===== src/rtl/vga_pkg.sv =====
// Shared types and reference geometries for the VGA raster timing generator.
package vga_pkg;

  localparam int DEF_WIDTH  = 12;
  localparam int DEF_ADDR_W = 20;

  // 800x600@72, 50 MHz pixel clock, positive syncs
  localparam int V800_HSIZE = 800;
  localparam int V800_HFP   = 856;
  localparam int V800_HSP   = 976;
  localparam int V800_HMAX  = 1040;
  localparam int V800_VSIZE = 600;
  localparam int V800_VFP   = 637;
  localparam int V800_VSP   = 643;
  localparam int V800_VMAX  = 666;

  // 640x480@60, 25.175 MHz pixel clock, negative syncs
  localparam int V640_HSIZE = 640;
  localparam int V640_HFP   = 656;
  localparam int V640_HSP   = 752;
  localparam int V640_HMAX  = 800;
  localparam int V640_VSIZE = 480;
  localparam int V640_VFP   = 490;
  localparam int V640_VSP   = 492;
  localparam int V640_VMAX  = 525;
  localparam bit V640_HSPP  = 1'b0;
  localparam bit V640_VSPP  = 1'b0;

  typedef struct packed {
    logic hs;
    logic vs;
    logic de;
  } vga_sync_t;

endpackage


===== src/rtl/vga_timing_gen_if.sv =====
// Raster bundle between the timing generator and the display path.
// pix_addr exists only when VGA_TIMING_ADDR_EN is defined.
interface vga_timing_gen_if import vga_pkg::*; #(
  parameter int WIDTH = DEF_WIDTH
`ifdef VGA_TIMING_ADDR_EN
  , parameter int ADDR_W = DEF_ADDR_W
`endif
);
  logic             enable;
  logic [WIDTH-1:0] hdata;
  logic [WIDTH-1:0] vdata;
`ifdef VGA_TIMING_ADDR_EN
  logic [ADDR_W-1:0] pix_addr;
`endif
  logic             line_start;
  logic             frame_start;
  logic             hsync;
  logic             vsync;
  logic             data_enable;

  modport master (
    input  enable,
    output hdata, vdata,
`ifdef VGA_TIMING_ADDR_EN
    output pix_addr,
`endif
    output line_start, frame_start, hsync, vsync, data_enable
  );

  modport slave (
    output enable,
    input  hdata, vdata,
`ifdef VGA_TIMING_ADDR_EN
    input  pix_addr,
`endif
    input  line_start, frame_start, hsync, vsync, data_enable
  );
endinterface


===== src/rtl/vga_delay_line.sv =====
// Clock-enabled shift register of arbitrary type; DEPTH 0 is a plain wire.
module vga_delay_line #(
  parameter int  DEPTH   = 2,
  parameter type T       = logic,
  parameter T    RST_VAL = '0
) (
  input  logic clk,
  input  logic rst,
  input  logic ce,
  input  T     din,
  output T     dout
);
  generate
    if (DEPTH == 0) begin : g_pass
      assign dout = din;
    end else begin : g_pipe
      T stage_reg [DEPTH];

      always_ff @(posedge clk) begin
        if (rst) begin
          for (int i = 0; i < DEPTH; i++) stage_reg[i] <= RST_VAL;
        end else if (ce) begin
          stage_reg[0] <= din;
          for (int i = 1; i < DEPTH; i++) stage_reg[i] <= stage_reg[i-1];
        end
      end

      assign dout = stage_reg[DEPTH-1];
    end
  endgenerate
endmodule


===== src/rtl/vga_timing_gen.sv =====
// VGA raster counters, sync decode and latency-matched sync/enable outputs.
// Define VGA_TIMING_ADDR_EN to build the linear pix_addr counter.
module vga_timing_gen import vga_pkg::*; #(
  parameter int WIDTH = DEF_WIDTH,
  parameter int HSIZE = V800_HSIZE,
  parameter int HFP   = V800_HFP,
  parameter int HSP   = V800_HSP,
  parameter int HMAX  = V800_HMAX,
  parameter int VSIZE = V800_VSIZE,
  parameter int VFP   = V800_VFP,
  parameter int VSP   = V800_VSP,
  parameter int VMAX  = V800_VMAX,
  parameter bit HSPP  = 1'b1,
  parameter bit VSPP  = 1'b1,
  parameter int PIPE  = 2
`ifdef VGA_TIMING_ADDR_EN
  , parameter int ADDR_W = DEF_ADDR_W
`endif
) (
  input logic              clk,
  input logic              rst,
  vga_timing_gen_if.master bus
);
  localparam logic [WIDTH-1:0] H_LAST = WIDTH'(HMAX - 1);
  localparam logic [WIDTH-1:0] V_LAST = WIDTH'(VMAX - 1);
  localparam logic [WIDTH-1:0] H_VIS  = WIDTH'(HSIZE);
  localparam logic [WIDTH-1:0] V_VIS  = WIDTH'(VSIZE);
  localparam logic [WIDTH-1:0] H_FP   = WIDTH'(HFP);
  localparam logic [WIDTH-1:0] H_SP   = WIDTH'(HSP);
  localparam logic [WIDTH-1:0] V_FP   = WIDTH'(VFP);
  localparam logic [WIDTH-1:0] V_SP   = WIDTH'(VSP);
  localparam vga_sync_t SYNC_IDLE = '{hs: ~HSPP, vs: ~VSPP, de: 1'b0};

  generate
    if (!(HSIZE <= HFP && HFP < HSP && HSP <= HMAX)) begin : g_bad_h
      $error("vga_timing_gen: horizontal geometry out of order");
    end
    if (!(VSIZE <= VFP && VFP < VSP && VSP <= VMAX)) begin : g_bad_v
      $error("vga_timing_gen: vertical geometry out of order");
    end
    if ((HMAX >> WIDTH) != 0 || (VMAX >> WIDTH) != 0) begin : g_bad_width
      $error("vga_timing_gen: HMAX/VMAX do not fit in WIDTH bits");
    end
    if (PIPE < 0 || PIPE > 8) begin : g_bad_pipe
      $error("vga_timing_gen: PIPE must be 0..8");
    end
`ifdef VGA_TIMING_ADDR_EN
    if (longint'(HSIZE) * longint'(VSIZE) > (longint'(1) << ADDR_W)) begin : g_bad_addr
      $error("vga_timing_gen: visible area exceeds pix_addr range");
    end
`endif
  endgenerate

  logic [WIDTH-1:0] hdata_reg, hdata_next;
  logic [WIDTH-1:0] vdata_reg, vdata_next;
  logic             h_wrap, v_wrap;
  vga_sync_t        sync0, sync_out;

  always_comb begin
    h_wrap     = (hdata_reg == H_LAST);
    v_wrap     = (vdata_reg == V_LAST);
    hdata_next = h_wrap ? '0 : hdata_reg + WIDTH'(1);
    vdata_next = vdata_reg;
    if (h_wrap) vdata_next = v_wrap ? '0 : vdata_reg + WIDTH'(1);
  end

  always_ff @(posedge clk) begin
    if (rst) begin
      hdata_reg <= '0;
      vdata_reg <= '0;
    end else if (bus.enable) begin
      hdata_reg <= hdata_next;
      vdata_reg <= vdata_next;
    end
  end

  always_comb begin
    sync0    = SYNC_IDLE;
    sync0.hs = (hdata_reg >= H_FP && hdata_reg < H_SP) ? HSPP : ~HSPP;
    sync0.vs = (vdata_reg >= V_FP && vdata_reg < V_SP) ? VSPP : ~VSPP;
    sync0.de = (hdata_reg < H_VIS) && (vdata_reg < V_VIS);
  end

`ifdef VGA_TIMING_ADDR_EN
  localparam logic [WIDTH-1:0] H_VIS_LAST = WIDTH'(HSIZE - 1);
  localparam logic [WIDTH-1:0] V_VIS_LAST = WIDTH'(VSIZE - 1);

  logic [ADDR_W-1:0] pix_addr_reg, pix_addr_next;
  logic              last_pix;

  // The final visible pixel does not advance the address, so it parks at
  // HSIZE*VSIZE-1 through vertical blanking instead of overshooting.
  always_comb begin
    last_pix      = (hdata_reg == H_VIS_LAST) && (vdata_reg == V_VIS_LAST);
    pix_addr_next = pix_addr_reg;
    if (h_wrap && v_wrap)
      pix_addr_next = '0;
    else if (sync0.de && !last_pix)
      pix_addr_next = pix_addr_reg + ADDR_W'(1);
  end

  always_ff @(posedge clk) begin
    if (rst)
      pix_addr_reg <= '0;
    else if (bus.enable)
      pix_addr_reg <= pix_addr_next;
  end

  assign bus.pix_addr = pix_addr_reg;
`endif

  vga_delay_line #(
    .DEPTH   (PIPE),
    .T       (vga_sync_t),
    .RST_VAL (SYNC_IDLE)
  ) u_sync_delay (
    .clk  (clk),
    .rst  (rst),
    .ce   (bus.enable),
    .din  (sync0),
    .dout (sync_out)
  );

  assign bus.hdata       = hdata_reg;
  assign bus.vdata       = vdata_reg;
  assign bus.line_start  = (hdata_reg == '0);
  assign bus.frame_start = (hdata_reg == '0) && (vdata_reg == '0);
  assign bus.hsync       = sync_out.hs;
  assign bus.vsync       = sync_out.vs;
  assign bus.data_enable = sync_out.de;
endmodule

===== src/flat_wrapper.sv =====
// flat-port wrapper written by rule: the top's interface ports become plain ports
module vga_timing_gen_flat import vga_pkg::*;
#(
  parameter int WIDTH = DEF_WIDTH,
  parameter int HSIZE = V800_HSIZE,
  parameter int HFP   = V800_HFP,
  parameter int HSP   = V800_HSP,
  parameter int HMAX  = V800_HMAX,
  parameter int VSIZE = V800_VSIZE,
  parameter int VFP   = V800_VFP,
  parameter int VSP   = V800_VSP,
  parameter int VMAX  = V800_VMAX,
  parameter bit HSPP  = 1'b1,
  parameter bit VSPP  = 1'b1,
  parameter int PIPE  = 2

)
  (clk, rst, bus_enable, bus_hdata, bus_vdata, bus_line_start, bus_frame_start, bus_hsync, bus_vsync, bus_data_enable);
  vga_timing_gen_if #(.WIDTH(WIDTH)) bus_i ();
  input logic clk;
  input logic rst;
  input wire logic [$bits(bus_i.enable)-1:0] bus_enable;
  output wire logic [$bits(bus_i.hdata)-1:0] bus_hdata;
  output wire logic [$bits(bus_i.vdata)-1:0] bus_vdata;
  output wire logic [$bits(bus_i.line_start)-1:0] bus_line_start;
  output wire logic [$bits(bus_i.frame_start)-1:0] bus_frame_start;
  output wire logic [$bits(bus_i.hsync)-1:0] bus_hsync;
  output wire logic [$bits(bus_i.vsync)-1:0] bus_vsync;
  output wire logic [$bits(bus_i.data_enable)-1:0] bus_data_enable;
  assign bus_i.enable = bus_enable;
  assign bus_hdata = bus_i.hdata;
  assign bus_vdata = bus_i.vdata;
  assign bus_line_start = bus_i.line_start;
  assign bus_frame_start = bus_i.frame_start;
  assign bus_hsync = bus_i.hsync;
  assign bus_vsync = bus_i.vsync;
  assign bus_data_enable = bus_i.data_enable;
  vga_timing_gen #(.WIDTH(WIDTH), .HSIZE(HSIZE), .HFP(HFP), .HSP(HSP), .HMAX(HMAX), .VSIZE(VSIZE), .VFP(VFP), .VSP(VSP), .VMAX(VMAX), .HSPP(HSPP), .VSPP(VSPP), .PIPE(PIPE)) u_core (.clk(clk), .rst(rst), .bus(bus_i));
endmodule

===== config.mk =====
export PLATFORM = sky130hd
export DESIGN_NAME = vga_timing_gen_flat
export DESIGN_NICKNAME = d
export VERILOG_FILES = /design/src/rtl/vga_pkg.sv /design/src/rtl/vga_timing_gen_if.sv /design/src/rtl/vga_delay_line.sv /design/src/rtl/vga_timing_gen.sv /design/src/flat_wrapper.sv
export SDC_FILE = /design/constraint.sdc
export NUM_CORES = 1
export LEC_CHECK = 0
export ABC_AREA = 1
export BUFFER_PORTS_ARGS = -buffer_cell sky130_fd_sc_hd__buf_2
export CAP_MARGIN = 15
export CORE_MARGIN = 3
export CORE_UTILIZATION = 43
export DETAILED_ROUTE_END_ITERATION = 6
export PLACE_DENSITY_LB_ADDON = 0.25
export SYNTH_ARGS = -nofsm -noshare
export SYNTH_HDL_FRONTEND = slang
export SYNTH_SLANG_ARGS = --single-unit
export TNS_END_PERCENT = 100

===== constraint.sdc =====
create_clock -name clk -period 1.92 [get_ports clk]
set_input_delay 0.096 -clock clk [delete_from_list [all_inputs] [get_ports clk]]
set_output_delay 0.096 -clock clk [all_outputs]
set_load 0.03 [all_outputs]

==> metrics.md <==
| Metric | Value |
|---|---|
| Root buf cell | clkbuf_8 |
| Post_cts resized | 0 |
| TritonCTS clock tree | built |
| VDD IR max | 0.000387 V |
| Reg2Reg Setup Slack | 0.26 ns |
| Initial antenna violation count | 0 |
| Nets | 337 |
| Die width | between 70 and 80 um |
| Synth Register Bits | 30 |
| Hold slack | 0.162 ns |
| TritonCTS Buffers | 5 |
| Port Buffers | 31 |
| CP endpoint kind | primary output |
| Final Instance Area | roughly 2200 um2 |
| Seq/Total Area, Yosys | 0.352 |
| Vias in the first global route | 1695 |
| # fillers | 446 |
| IO Count | 32 |
| Initial core utilization | 0.457 |
| Cell mode on critical path | nor2_1 |
| Crit path launch type | flip-flop |
| Routed len/inst | 12.1 um |
| F_max | 560 MHz |
| Power Density | 588 nW/um2 |
| N_diodes | 0 |
| Yosys top cell by area | dfxtp_1 |
| CP peak stage delay | 0.36 ns |
| Setup Skew | 0.00466 ns |
| Total Routed Length | 4.58 mm |
| Status | finished, final reports clean |
| Hold endpoint | u_core.bus.vdata[2]$_SDFFE_PP0P_ |
| RSZ-0062 raised after global routing | no |
| Sequential power share | 0.514 |
| Number of clock sinks | 30 |
| DRT met1 WL | 2.27 mm |
| Initial drt markers | 131 |
| Clock buffer depth | 2 |
| Total power | 0.00128 W |
| Synth top area share | 0.256 |
| Worst relative slew slack | 0.787 |
| Post-DP HPWL | 3.51 mm |
| HP Start | rst |
| Routed vias/inst | a little under 5 |
| Top cells by area, synth | dfxtp_1, nand2_1, nor2_1 |
| Pin count of the biggest net entering global routing | 13 |
| All-layer global routing usage | 0.196 |
| Internal cell power | 0.000964 W |
| Req. time, crit path | 1.82 ns |
| Mean Syn Cell Area | roughly 6.4 um2 |
| DIE AREA | 5200 um2 |
| Number of flops mapped to enable cells by yosys | 6 |
| Final period util | 0.930 |
| Post-synth net total | 301 |
| Placer Congestion | 0.882 |
| DRC Markers | 0 |
| Combinational power share | 0.072 |
| Commonest cells in the netlist | nand2_1, nor2_1, inv_1, dfxtp_1, nand3_1 |
| Die height | 72.1 um |
| Netlist cell types | 29 |
| Tmin final | roughly 1.8 ns |
| Met3 wire len | 334 um |
| Worst hold stages | 2 |
| Top_reg_cell synth | dfxtp_1 |
| MaxCap Viol Count | 0 |
| Crit Path Category | flip-flop to primary output |
| Clock Latency Late Sink | 0.29 ns |
| Core area | 4120 um2 |
| Met2 WL | 1.91 mm |
| H-tree levels | 2 |
| Final worst setup slack | 0.135 ns |
| First-pass GRT wire length | 7.98 mm |
| Final setup vio count | 0 |
| Sw Ratio | 0.247 |
| GRT overflow | 0 |
| Post-Synthesis Cell Area | 1880 um2 |
| Async SR Flop Fraction | 0 |
| Vias post-DR | 1884 |
| Layout cells sized above 1 | 0.164 |
| Slew @ Worst Pin | 0.319 ns |
| Setup TNS | 0 ns |
| Psw | 0.000316 W |
| Most common cell in the netlist | nand2_1 |
| Worst-path clk slew | 0.06 ns |
| Worst r2r src | u_core.bus.hdata[1]$_SDFFE_PP0P_ |
| Worst-path cell chain | nor2_1, nand2_2, nor2_1, nand3_1, nor4_1, buf_2 |
| R2r worst-path depth | 8 |
| Clock Power Share | 0.414 |
| DP Area | around 2100 um2 |
| Worst Hold Class | primary input to flip-flop |
| RR Endpoint | u_core.bus.vdata[7]$_SDFFE_PP0P_ |
| Post-Synthesis Cells | approximately 290 |
| Area grow syn2layout | 15.9% |
| CP max-delay cell | dfxtp_1 |
| Slew Limit Fails | 0 |
| WP data arrival | 1.69 ns |
| Synth warnings | 0 |
| Cts hold-fix bufs | 0 |
| Final antenna-violating net count | 0 |
| Row cnt | 23 |
| Leakage | between 1 and 1.5 nW |
| Post-CTS Setup Bufs | 0 |
| Max FO, Critical Path | 7 |
| Router iterations before antenna repair | 4 |
| Worst slack, placed | 0.273 ns |
| Top sig layer | met4 |
| Final Hold Vio Count | 0 |
-- metrics by stage --
stage,std cells,utilization
detailed placement,371,0.507
CTS,379,0.529
finish,379,0.529
floorplan,292,-
global placement,371,0.507
global route,379,0.529
-- metal layers --
metal / track usage / up-vias
li1: - / 988
met1: 0.285 / 828
met2: 0.280 / 62
met3: 0.0499 / 6
met4: 0.0626 / 0
met5: 0 / -
-- critical path, delay by kind of cell (launching register included) --
kind          cells  cell delay, ns
flops             1            0.36
simple gates      5            0.78
buf+inv           1            0.26
-- layout make-up --
cell class	instances	area [um2]	share of cell area
Clock buffer	7	86.3	0.0396
Clock inverter	1	5.00	0.00230
Inverter	47	176	0.0810
Multi-Input combinational cell	210	1010	0.464
Sequential cell	30	661	0.303
Tap cell	50	62.6	0.0287
Timing Repair Buffer	34	178	0.0816
-- cell usage in the layout, fill, tap and decap left out, drive strengths merged --
| master | instances |
|---|---|
| inv | 46 |
| nand3 | 20 |
| edfxtp | 6 |
| nor4 | 1 |
| nand3b | 1 |
| ha | 6 |
| nor2 | 63 |
| nor3b | 3 |
| nand4 | 7 |
| a211oi | 1 |
| xnor2 | 1 |
| dfxtp | 24 |
| nor3 | 12 |
| clkbuf | 7 |
| nand2 | 75 |
| o21ai | 7 |
| buf | 34 |
| o211ai | 1 |
| a21oi | 10 |
| clkinv | 2 |
| xor2 | 2 |
-- cells by family (layout without fill, tap and decap cells) --
| group | count (synthesis) | after routing | share of synthesized area |
|---|---|---|---|
| adders and majority gates | 6 | 6 | 0.0399 |
| AOI/OAI and AO/OA | 19 | 19 | 0.0533 |
| and+or+nand+nor | 182 | 182 | 0.430 |
| DFF | 30 | 30 | 0.352 |
| buffers and inverters | 52 | 89 | 0.111 |
| xor gates and xnor gates | 3 | 3 | 0.0140 |
-- power groups by stage --
stage / sequential, W / combinational (W) / clock, W
finish: 0.000658 / 0.0000923 / 0.000530
floorplan: 0.000687 / 0.0000496 / 0
global route: 0.000659 / 0.000101 / 0.000578
global placement: 0.000672 / 0.0000928 / 0
detailed placement: 0.000672 / 0.0000929 / 0
CTS: 0.000658 / 0.0000934 / 0.000539
-- worst max-delay path by stage --
stage,endpoint,cells past startpoint,startpoint,slack (ns)
floorplan,bus_frame_start,5,u_core.bus.hdata[5]$_SDFFE_PP0P_,0.01
global placement,u_core.bus.vdata[7]$_SDFFE_PP0P_,8,u_core.bus.hdata[0]$_SDFFE_PP0P_,0.30
detailed placement,u_core.bus.vdata[9]$_SDFFE_PP0P_,8,u_core.bus.hdata[0]$_SDFFE_PP0P_,0.27
CTS,bus_frame_start,6,u_core.bus.hdata[5]$_SDFFE_PP0P_,0.14
global route,bus_frame_start,6,u_core.bus.hdata[5]$_SDFFE_PP0P_,0.04
finish,bus_frame_start,6,u_core.bus.hdata[5]$_SDFFE_PP0P_,0.13
Note: power is estimated with default switching activity, not from simulation.
